## config.mk

```make
export PLATFORM = sky130hd
export DESIGN_NAME = regfile_arbiter_flat
export DESIGN_NICKNAME = d
export VERILOG_FILES = /design/src/rtl/regfile_arbiter_pkg.sv /design/src/rtl/regfile_arbiter_if.sv /design/src/rtl/regfile_arbiter_rr_lock_arb.sv /design/src/rtl/regfile_arbiter.sv /design/src/flat_wrapper.sv
export SDC_FILE = /design/constraint.sdc
export NUM_CORES = 1
export LEC_CHECK = 0
export BUFFER_PORTS_ARGS = -buffer_cell sky130_fd_sc_hd__buf_2
export CORE_UTILIZATION = 44
export CTS_CLUSTER_DIAMETER = 40
export CTS_CLUSTER_SIZE = 16
export DETAILED_ROUTE_END_ITERATION = 6
export PLACE_DENSITY = 0.81
export SLEW_MARGIN = 40
export SYNTH_ARGS = -nofsm -noshare
export SYNTH_HDL_FRONTEND = slang
export SYNTH_SLANG_ARGS = --single-unit
```

## constraint.sdc

```tcl
create_clock -name clk -period 3.23 [get_ports clk]
set_input_delay 0.646 -clock clk [delete_from_list [all_inputs] [get_ports clk]]
set_output_delay 0.646 -clock clk [all_outputs]
set_load 0.02 [all_outputs]
```

## src/rtl/regfile_arbiter_pkg.sv

```systemverilog
// rtl/regfile_arbiter_pkg.sv - shared types and defaults for the register-file arbiter
// Purpose: FSM state enum, default widths and burst limit used by the
//          interface, the arbitration core and the top.
// Ports:   none (package).
package regfile_arbiter_pkg;

  localparam int DATA_W_DFLT    = 32;
  localparam int ADDR_W_DFLT    = 4;
  localparam int MAX_BURST_DFLT = 4;

  typedef enum logic [1:0] {
    IDLE  = 2'd0,
    OWN_A = 2'd1,
    OWN_B = 2'd2
  } arb_state_t;

endpackage

```

## src/rtl/regfile_arbiter_if.sv

```systemverilog
// rtl/regfile_arbiter_if.sv - requester, register-file and scoreboard signal bundle
// Purpose: groups both requester ports, the register-file port and the
//          written scoreboard of regfile_arbiter.
// Modports:
//   slave  - arbiter side: takes requests and rf_data_out, drives grants,
//            read responses, rf_* controls and written.
//   master - environment side: the opposite directions.
interface regfile_arbiter_if
  import regfile_arbiter_pkg::*;
#(
  parameter int DATA_W = DATA_W_DFLT,
  parameter int ADDR_W = ADDR_W_DFLT
);

  logic              req_a, we_a, lock_a;
  logic [ADDR_W-1:0] addr_a;
  logic [DATA_W-1:0] wdata_a;
  logic              gnt_a, rvalid_a, rerr_a;
  logic [DATA_W-1:0] rdata_a;

  logic              req_b, we_b, lock_b;
  logic [ADDR_W-1:0] addr_b;
  logic [DATA_W-1:0] wdata_b;
  logic              gnt_b, rvalid_b, rerr_b;
  logic [DATA_W-1:0] rdata_b;

  logic                   rf_write_en;
  logic [ADDR_W-1:0]      rf_write_line;
  logic [DATA_W-1:0]      rf_data_in;
  logic                   rf_read_en;
  logic [ADDR_W-1:0]      rf_read_line;
  logic [DATA_W-1:0]      rf_data_out;
  logic [2**ADDR_W-1:0]   written;

  modport slave (
    input  req_a, we_a, lock_a, addr_a, wdata_a,
    input  req_b, we_b, lock_b, addr_b, wdata_b,
    input  rf_data_out,
    output gnt_a, rvalid_a, rerr_a, rdata_a,
    output gnt_b, rvalid_b, rerr_b, rdata_b,
    output rf_write_en, rf_write_line, rf_data_in,
    output rf_read_en, rf_read_line, written
  );

  modport master (
    output req_a, we_a, lock_a, addr_a, wdata_a,
    output req_b, we_b, lock_b, addr_b, wdata_b,
    output rf_data_out,
    input  gnt_a, rvalid_a, rerr_a, rdata_a,
    input  gnt_b, rvalid_b, rerr_b, rdata_b,
    input  rf_write_en, rf_write_line, rf_data_in,
    input  rf_read_en, rf_read_line, written
  );

endinterface

```

## src/rtl/regfile_arbiter_rr_lock_arb.sv

```systemverilog
// rtl/regfile_arbiter_rr_lock_arb.sv - two-way round-robin arbiter with bounded lock
// Purpose: combinational grant decision for two requesters.
// Ports:
//   i_req_a/i_req_b  - requests
//   i_state          - current ownership state
//   i_ptr_b          - last-granted pointer (1 = B was granted last)
//   i_burst_cnt      - consecutive locked grants of the current owner
//   o_gnt_a/o_gnt_b  - one-hot (or zero) grant
module rr_lock_arb
  import regfile_arbiter_pkg::*;
#(
  parameter int MAX_BURST = MAX_BURST_DFLT,
  parameter int CNT_W     = $clog2(MAX_BURST + 1)
) (
  input  logic             i_req_a,
  input  logic             i_req_b,
  input  arb_state_t       i_state,
  input  logic             i_ptr_b,
  input  logic [CNT_W-1:0] i_burst_cnt,
  output logic             o_gnt_a,
  output logic             o_gnt_b
);

  logic w_sat;
  logic w_keep_a;
  logic w_keep_b;

  always_comb begin
    w_sat    = (i_burst_cnt == CNT_W'(MAX_BURST));
    // The owner keeps the bus unless it has used its full burst and the
    // other side is waiting.
    w_keep_a = (i_state == OWN_A) && i_req_a && !(w_sat && i_req_b);
    w_keep_b = (i_state == OWN_B) && i_req_b && !(w_sat && i_req_a);
    o_gnt_a  = 1'b0;
    o_gnt_b  = 1'b0;
    if (w_keep_a) begin
      o_gnt_a = 1'b1;
    end else if (w_keep_b) begin
      o_gnt_b = 1'b1;
    end else if (i_req_a && i_req_b) begin
      // An owner always is the last-granted side, so a released owner
      // loses the tie without extra pointer handling.
      o_gnt_a = i_ptr_b;
      o_gnt_b = !i_ptr_b;
    end else begin
      o_gnt_a = i_req_a;
      o_gnt_b = i_req_b;
    end
  end

endmodule

```

## src/rtl/regfile_arbiter.sv

```systemverilog
// rtl/regfile_arbiter.sv - two-requester register-file access arbiter
// Purpose: grants one register-file read or write per cycle to requester A
//          or B, returns registered read data with an unwritten-line error
//          flag, and keeps a per-line written scoreboard.
// Ports:
//   clk     - rising-edge clock
//   reset_n - synchronous active-low reset
//   bus     - regfile_arbiter_if.slave: requester A/B handshakes, rf_* port,
//             written scoreboard
module regfile_arbiter
  import regfile_arbiter_pkg::*;
#(
  parameter int DATA_W    = DATA_W_DFLT,
  parameter int ADDR_W    = ADDR_W_DFLT,
  parameter int MAX_BURST = MAX_BURST_DFLT
) (
  input logic                clk,
  input logic                reset_n,
  regfile_arbiter_if.slave   bus
);

  localparam int CNT_W = $clog2(MAX_BURST + 1);

  arb_state_t         r_state;
  logic               r_ptr_b;
  logic [CNT_W-1:0]   r_cnt;

  logic               r_rvalid_a, r_rvalid_b;
  logic               r_rerr_a, r_rerr_b;
  logic [DATA_W-1:0]  r_rdata_a, r_rdata_b;
  logic [2**ADDR_W-1:0] r_written;

  logic               w_arb_gnt_a, w_arb_gnt_b;
  logic               w_gnt_a, w_gnt_b;
  logic               w_rd_a, w_rd_b, w_wr_a, w_wr_b;
  logic [CNT_W-1:0]   w_cnt_inc;

  rr_lock_arb #(
    .MAX_BURST (MAX_BURST),
    .CNT_W     (CNT_W)
  ) u_arb (
    .i_req_a     (bus.req_a),
    .i_req_b     (bus.req_b),
    .i_state     (r_state),
    .i_ptr_b     (r_ptr_b),
    .i_burst_cnt (r_cnt),
    .o_gnt_a     (w_arb_gnt_a),
    .o_gnt_b     (w_arb_gnt_b)
  );

  // Grants are suppressed while reset is held so nothing reaches the file.
  assign w_gnt_a   = reset_n & w_arb_gnt_a;
  assign w_gnt_b   = reset_n & w_arb_gnt_b;
  assign w_wr_a    = w_gnt_a &  bus.we_a;
  assign w_rd_a    = w_gnt_a & ~bus.we_a;
  assign w_wr_b    = w_gnt_b &  bus.we_b;
  assign w_rd_b    = w_gnt_b & ~bus.we_b;
  assign w_cnt_inc = (r_cnt == CNT_W'(MAX_BURST)) ? r_cnt : r_cnt + 1'b1;

  assign bus.gnt_a         = w_gnt_a;
  assign bus.gnt_b         = w_gnt_b;
  assign bus.rf_write_en   = w_wr_a | w_wr_b;
  assign bus.rf_write_line = w_wr_a ? bus.addr_a  : (w_wr_b ? bus.addr_b  : '0);
  assign bus.rf_data_in    = w_wr_a ? bus.wdata_a : (w_wr_b ? bus.wdata_b : '0);
  assign bus.rf_read_en    = w_rd_a | w_rd_b;
  assign bus.rf_read_line  = w_rd_a ? bus.addr_a  : (w_rd_b ? bus.addr_b  : '0);

  // rvalid is masked during reset so a read granted just before reset
  // never shows a response.
  assign bus.rvalid_a = r_rvalid_a & reset_n;
  assign bus.rvalid_b = r_rvalid_b & reset_n;
  assign bus.rerr_a   = r_rerr_a;
  assign bus.rerr_b   = r_rerr_b;
  assign bus.rdata_a  = r_rdata_a;
  assign bus.rdata_b  = r_rdata_b;
  assign bus.written  = r_written;

  always_ff @(posedge clk) begin
    if (!reset_n) begin
      r_state <= IDLE;
      r_ptr_b <= 1'b1;
      r_cnt   <= '0;
    end else if (w_gnt_a) begin
      r_ptr_b <= 1'b0;
      if (bus.lock_a) begin
        r_state <= OWN_A;
        r_cnt   <= (r_state == OWN_A) ? w_cnt_inc : CNT_W'(1);
      end else begin
        r_state <= IDLE;
        r_cnt   <= '0;
      end
    end else if (w_gnt_b) begin
      r_ptr_b <= 1'b1;
      if (bus.lock_b) begin
        r_state <= OWN_B;
        r_cnt   <= (r_state == OWN_B) ? w_cnt_inc : CNT_W'(1);
      end else begin
        r_state <= IDLE;
        r_cnt   <= '0;
      end
    end else begin
      r_state <= IDLE;
      r_cnt   <= '0;
    end
  end

  always_ff @(posedge clk) begin
    if (!reset_n) begin
      r_rvalid_a <= 1'b0;
      r_rvalid_b <= 1'b0;
      r_rerr_a   <= 1'b0;
      r_rerr_b   <= 1'b0;
      r_rdata_a  <= '0;
      r_rdata_b  <= '0;
      r_written  <= '0;
    end else begin
      r_rvalid_a <= w_rd_a;
      r_rvalid_b <= w_rd_b;
      if (w_rd_a) begin
        r_rdata_a <= bus.rf_data_out;
        r_rerr_a  <= ~r_written[bus.addr_a];
      end
      if (w_rd_b) begin
        r_rdata_b <= bus.rf_data_out;
        r_rerr_b  <= ~r_written[bus.addr_b];
      end
      if (bus.rf_write_en) begin
        r_written[bus.rf_write_line] <= 1'b1;
      end
    end
  end

endmodule

```

## src/flat_wrapper.sv

```systemverilog
// flat-port wrapper written by rule: the top's interface ports become plain ports
module regfile_arbiter_flat import regfile_arbiter_pkg::*;
#(
  parameter int DATA_W    = DATA_W_DFLT,
  parameter int ADDR_W    = ADDR_W_DFLT,
  parameter int MAX_BURST = MAX_BURST_DFLT
)
  (clk, reset_n, bus_req_a, bus_we_a, bus_lock_a, bus_addr_a, bus_wdata_a, bus_req_b, bus_we_b, bus_lock_b, bus_addr_b, bus_wdata_b, bus_rf_data_out, bus_gnt_a, bus_rvalid_a, bus_rerr_a, bus_rdata_a, bus_gnt_b, bus_rvalid_b, bus_rerr_b, bus_rdata_b, bus_rf_write_en, bus_rf_write_line, bus_rf_data_in, bus_rf_read_en, bus_rf_read_line, bus_written);
  regfile_arbiter_if #(.DATA_W(DATA_W), .ADDR_W(ADDR_W)) bus_i ();
  input logic clk;
  input logic reset_n;
  input wire logic [$bits(bus_i.req_a)-1:0] bus_req_a;
  input wire logic [$bits(bus_i.we_a)-1:0] bus_we_a;
  input wire logic [$bits(bus_i.lock_a)-1:0] bus_lock_a;
  input wire logic [$bits(bus_i.addr_a)-1:0] bus_addr_a;
  input wire logic [$bits(bus_i.wdata_a)-1:0] bus_wdata_a;
  input wire logic [$bits(bus_i.req_b)-1:0] bus_req_b;
  input wire logic [$bits(bus_i.we_b)-1:0] bus_we_b;
  input wire logic [$bits(bus_i.lock_b)-1:0] bus_lock_b;
  input wire logic [$bits(bus_i.addr_b)-1:0] bus_addr_b;
  input wire logic [$bits(bus_i.wdata_b)-1:0] bus_wdata_b;
  input wire logic [$bits(bus_i.rf_data_out)-1:0] bus_rf_data_out;
  output wire logic [$bits(bus_i.gnt_a)-1:0] bus_gnt_a;
  output wire logic [$bits(bus_i.rvalid_a)-1:0] bus_rvalid_a;
  output wire logic [$bits(bus_i.rerr_a)-1:0] bus_rerr_a;
  output wire logic [$bits(bus_i.rdata_a)-1:0] bus_rdata_a;
  output wire logic [$bits(bus_i.gnt_b)-1:0] bus_gnt_b;
  output wire logic [$bits(bus_i.rvalid_b)-1:0] bus_rvalid_b;
  output wire logic [$bits(bus_i.rerr_b)-1:0] bus_rerr_b;
  output wire logic [$bits(bus_i.rdata_b)-1:0] bus_rdata_b;
  output wire logic [$bits(bus_i.rf_write_en)-1:0] bus_rf_write_en;
  output wire logic [$bits(bus_i.rf_write_line)-1:0] bus_rf_write_line;
  output wire logic [$bits(bus_i.rf_data_in)-1:0] bus_rf_data_in;
  output wire logic [$bits(bus_i.rf_read_en)-1:0] bus_rf_read_en;
  output wire logic [$bits(bus_i.rf_read_line)-1:0] bus_rf_read_line;
  output wire logic [$bits(bus_i.written)-1:0] bus_written;
  assign bus_i.req_a = bus_req_a;
  assign bus_i.we_a = bus_we_a;
  assign bus_i.lock_a = bus_lock_a;
  assign bus_i.addr_a = bus_addr_a;
  assign bus_i.wdata_a = bus_wdata_a;
  assign bus_i.req_b = bus_req_b;
  assign bus_i.we_b = bus_we_b;
  assign bus_i.lock_b = bus_lock_b;
  assign bus_i.addr_b = bus_addr_b;
  assign bus_i.wdata_b = bus_wdata_b;
  assign bus_i.rf_data_out = bus_rf_data_out;
  assign bus_gnt_a = bus_i.gnt_a;
  assign bus_rvalid_a = bus_i.rvalid_a;
  assign bus_rerr_a = bus_i.rerr_a;
  assign bus_rdata_a = bus_i.rdata_a;
  assign bus_gnt_b = bus_i.gnt_b;
  assign bus_rvalid_b = bus_i.rvalid_b;
  assign bus_rerr_b = bus_i.rerr_b;
  assign bus_rdata_b = bus_i.rdata_b;
  assign bus_rf_write_en = bus_i.rf_write_en;
  assign bus_rf_write_line = bus_i.rf_write_line;
  assign bus_rf_data_in = bus_i.rf_data_in;
  assign bus_rf_read_en = bus_i.rf_read_en;
  assign bus_rf_read_line = bus_i.rf_read_line;
  assign bus_written = bus_i.written;
  regfile_arbiter #(.DATA_W(DATA_W), .ADDR_W(ADDR_W), .MAX_BURST(MAX_BURST)) u_core (.clk(clk), .reset_n(reset_n), .bus(bus_i));
endmodule
```

==> impl_metrics.tcl <==
set metrics [dict create \
    grt_pass1_vias 4264 \
    hold_ws_ns 0.448 \
    worstReg2RegStart "u_core.r_cnt[0]" \
    leakage_nw 2.67 \
    chipHeight_microns 98.7 \
    min_period_ns 3.05 \
    avgViaCountPerCell 5.39 \
    setup_viol 0 \
    worstPathRequired_ns 2.58 \
    path_max_fanout 33 \
    synth_cell_types 46 \
    drt-initial-drc-count 220 \
    clk_latency_ns 0.34 \
    port_buffers 239 \
    hold_class "reg2reg" \
    synth_edf_count 0 \
    io_pins 240 \
    maxSlewHeadroom_pct 61.6 \
    ys_seq_area_share_pct 43.8 \
    antenna_found_initial 0 \
    drc_errors 0 \
    numCtsBuffers 9 \
    synth_top_area_share_pct 43.8 \
    num_rows 34 \
    place_hpwl_mm 9.65 \
    core_area_sq_mm 0.00889 \
    async_flop_share_pct 0 \
    postCtsSetupBuffers 0 \
    skew_ns 0.00771 \
    final_common_cell "buf_2" \
    ir_worst_vdd_v 0.000238 \
    n_antenna_cell 0 \
    r2r_slack_ns 0.91 \
    syn2layout_area_growth_pct 35.9 \
    endpoint_kind "output port" \
    cap_violations 0 \
    layout_common_cells "buf_2 (239), nand2_1 (152), dfxtp_1 (90), o21ai_0 (51), a22o_1 (39)" \
    cts_tree "done" \
    grt_pass1_wl_mm 19.9 \
    clock_sinks 90 \
    clk_path_buf_depth 2 \
    cts_resized 0 \
    worstSetupPathType "reg2out" \
    synth.avg_cell_area_sq_um 8.26 \
    crit_start "u_core.r_cnt[0]" \
    ys_warn_count 0 \
    outcome "finished clean" \
    yosys_most_used_dff "dfxtp_1" \
    clk_pin_slew_ns 0.09 \
    synthCells 498 \
    grt_start_max_net_pins 67 \
    cts-htree-levels 3 \
    grt_usage_pct 25.7 \
    fin_crit_sh_pct 94.3 \
    start_util_pct 46.3 \
    reg2reg_depth 7 \
    num_vias 4489 \
    ys_seq_elements 90 \
    detail-route-antenna-nets 0 \
    holdBufCountCts 0 \
    layout-drive-gt1-share_pct 39.2 \
    routedWlPerCell_microns 15.1 \
    cts-root-buf "clkbuf_8" \
    powerDensity_mw_per_mm2 435 \
    hold_viol_final 0 \
    grt-ovfl-total 0 \
    r2r-end "u_core.bus.rdata_b[20]" \
    synth_nets 612 \
    synth_top_cell_by_area "dfxtp_1" \
    endpoint "bus_rf_write_en" \
    syn_area_sq_mm 0.00411 \
    startpoint_type "flip-flop" \
    finalSetupTns_ns 0 \
    dp_slack_ns 0.428 \
    place_congestion 0.949 \
    finalNetCount 834 \
    die_x_microns 98.7 \
    max_freq_ghz 0.328 \
    rsz0062_at_grt "false" \
    routed_wirelength_mm 12.6 \
    fin_ws_ns 0.185 \
    slew_viol_final 0 \
    die_area_sq_mm 0.00974 \
    yosys-top-cells-area "dfxtp_1 (44%), nand2_1 (14%), a22o_1 (8.3%), o21ai_0 (6.2%), mux4_2 (4.4%)" \
    tightestPinTransition_ns 0.561 \
    crit_arrival_ns 2.40 \
    first_pass_iters 4 \
]
state kept, by name, indices dropped and copies added, names as in the netlist:
register            count
u_core.bus.rdata_a     32
u_core.bus.rdata_b     32
u_core.bus.written     16
u_core.r_cnt            3
u_core.r_state          2
u_core.bus.rerr_a       1
u_core.bus.rerr_b       1
u_core.r_ptr_b          1
u_core.r_rvalid_a       1
u_core.r_rvalid_b       1
cell type report:
type	count	area, sq um
multi-input cells	361	2130
fillers	762	3300
clock inverters	5	60.1
flip-flops and latches	90	1800
repair buffers	251	1300
inverters	7	26.3
clock buffers	11	141
well taps	108	135
critical path, stage by stage, from the launching register on:
cell,delay [ns]
dfxtp_1,0.38
inv_1,0.06
ha_1,0.23
and2_1,0.18
o311ai_2,0.26
buf_4,0.21
a21oi_4,0.09
buf_12,0.18
or2_2,0.29
buf_2,0.16
cell families (layout without fill, tap and decap cells):
family / Yosys count / after routing / synth area share (%)
AOI/OAI and AO/OA: 143 / 143 / 23.5
muxes: 10 / 10 / 4.87
buffers and inverters: 47 / 274 / 4.99
adders and majority gates: 2 / 2 / 0.608
and+or+nand+nor: 205 / 205 / 22.1
DFF: 90 / 90 / 43.8
xor gates and xnor gates: 1 / 1 / 0.213
worst min path at each step:
stage,startpoint,end,cells past startpoint
4_1_cts,u_core.bus.rdata_b[27],u_core.bus.rdata_b[27],2
2_1_floorplan,u_core.r_cnt[2],u_core.r_cnt[2],2
3_3_place_gp,u_core.bus.rdata_b[26],u_core.bus.rdata_b[26],2
6_report,u_core.bus.rdata_b[0],u_core.bus.rdata_b[0],2
3_5_place_dp,u_core.bus.rdata_b[0],u_core.bus.rdata_b[0],2
5_1_grt,u_core.bus.rdata_b[9],u_core.bus.rdata_b[9],2
power breakdown:
group          switching, mW  internal, mW  total (mW)  leakage [nW]
sequential            0.0278          1.16        1.19         0.734
combinational          0.290         0.175       0.465          1.84
clock                  0.393         0.384       0.776         0.100
layer usage:
metal	GRT usage [%]	routed length (microns)	vias to the layer above	part of all wire, %
li1	-	-	2190	-
met1	27.5	4780	2054	38
met2	49.0	6560	219	52
met3	6.03	935	26	7.4
met4	9.53	328	0	2.6
met5	0	0	-	0
cell usage after synthesis (8+ instances only):
cell type,n
a21oi_1,9
a22o_1,39
buf_2,17
clkbuf_1,22
dfxtp_1,90
mux4_2,8
nand2_1,152
nand3_1,10
nor2b_1,8
o21ai_0,51
o21ai_1,17
o221ai_1,8
metrics by stage:
stage,instance area (sq um),utilization [%],instances,power [mW]
finish,5590,62.9,833,2.43
global route,5590,62.9,833,2.54
CTS,5570,62.7,831,2.46
detailed placement,5370,60.4,815,1.68
global placement,5370,60.4,815,1.67
floorplan,4110,-,498,1.48
No activity file was read; power rests on OpenSTA's default activity.
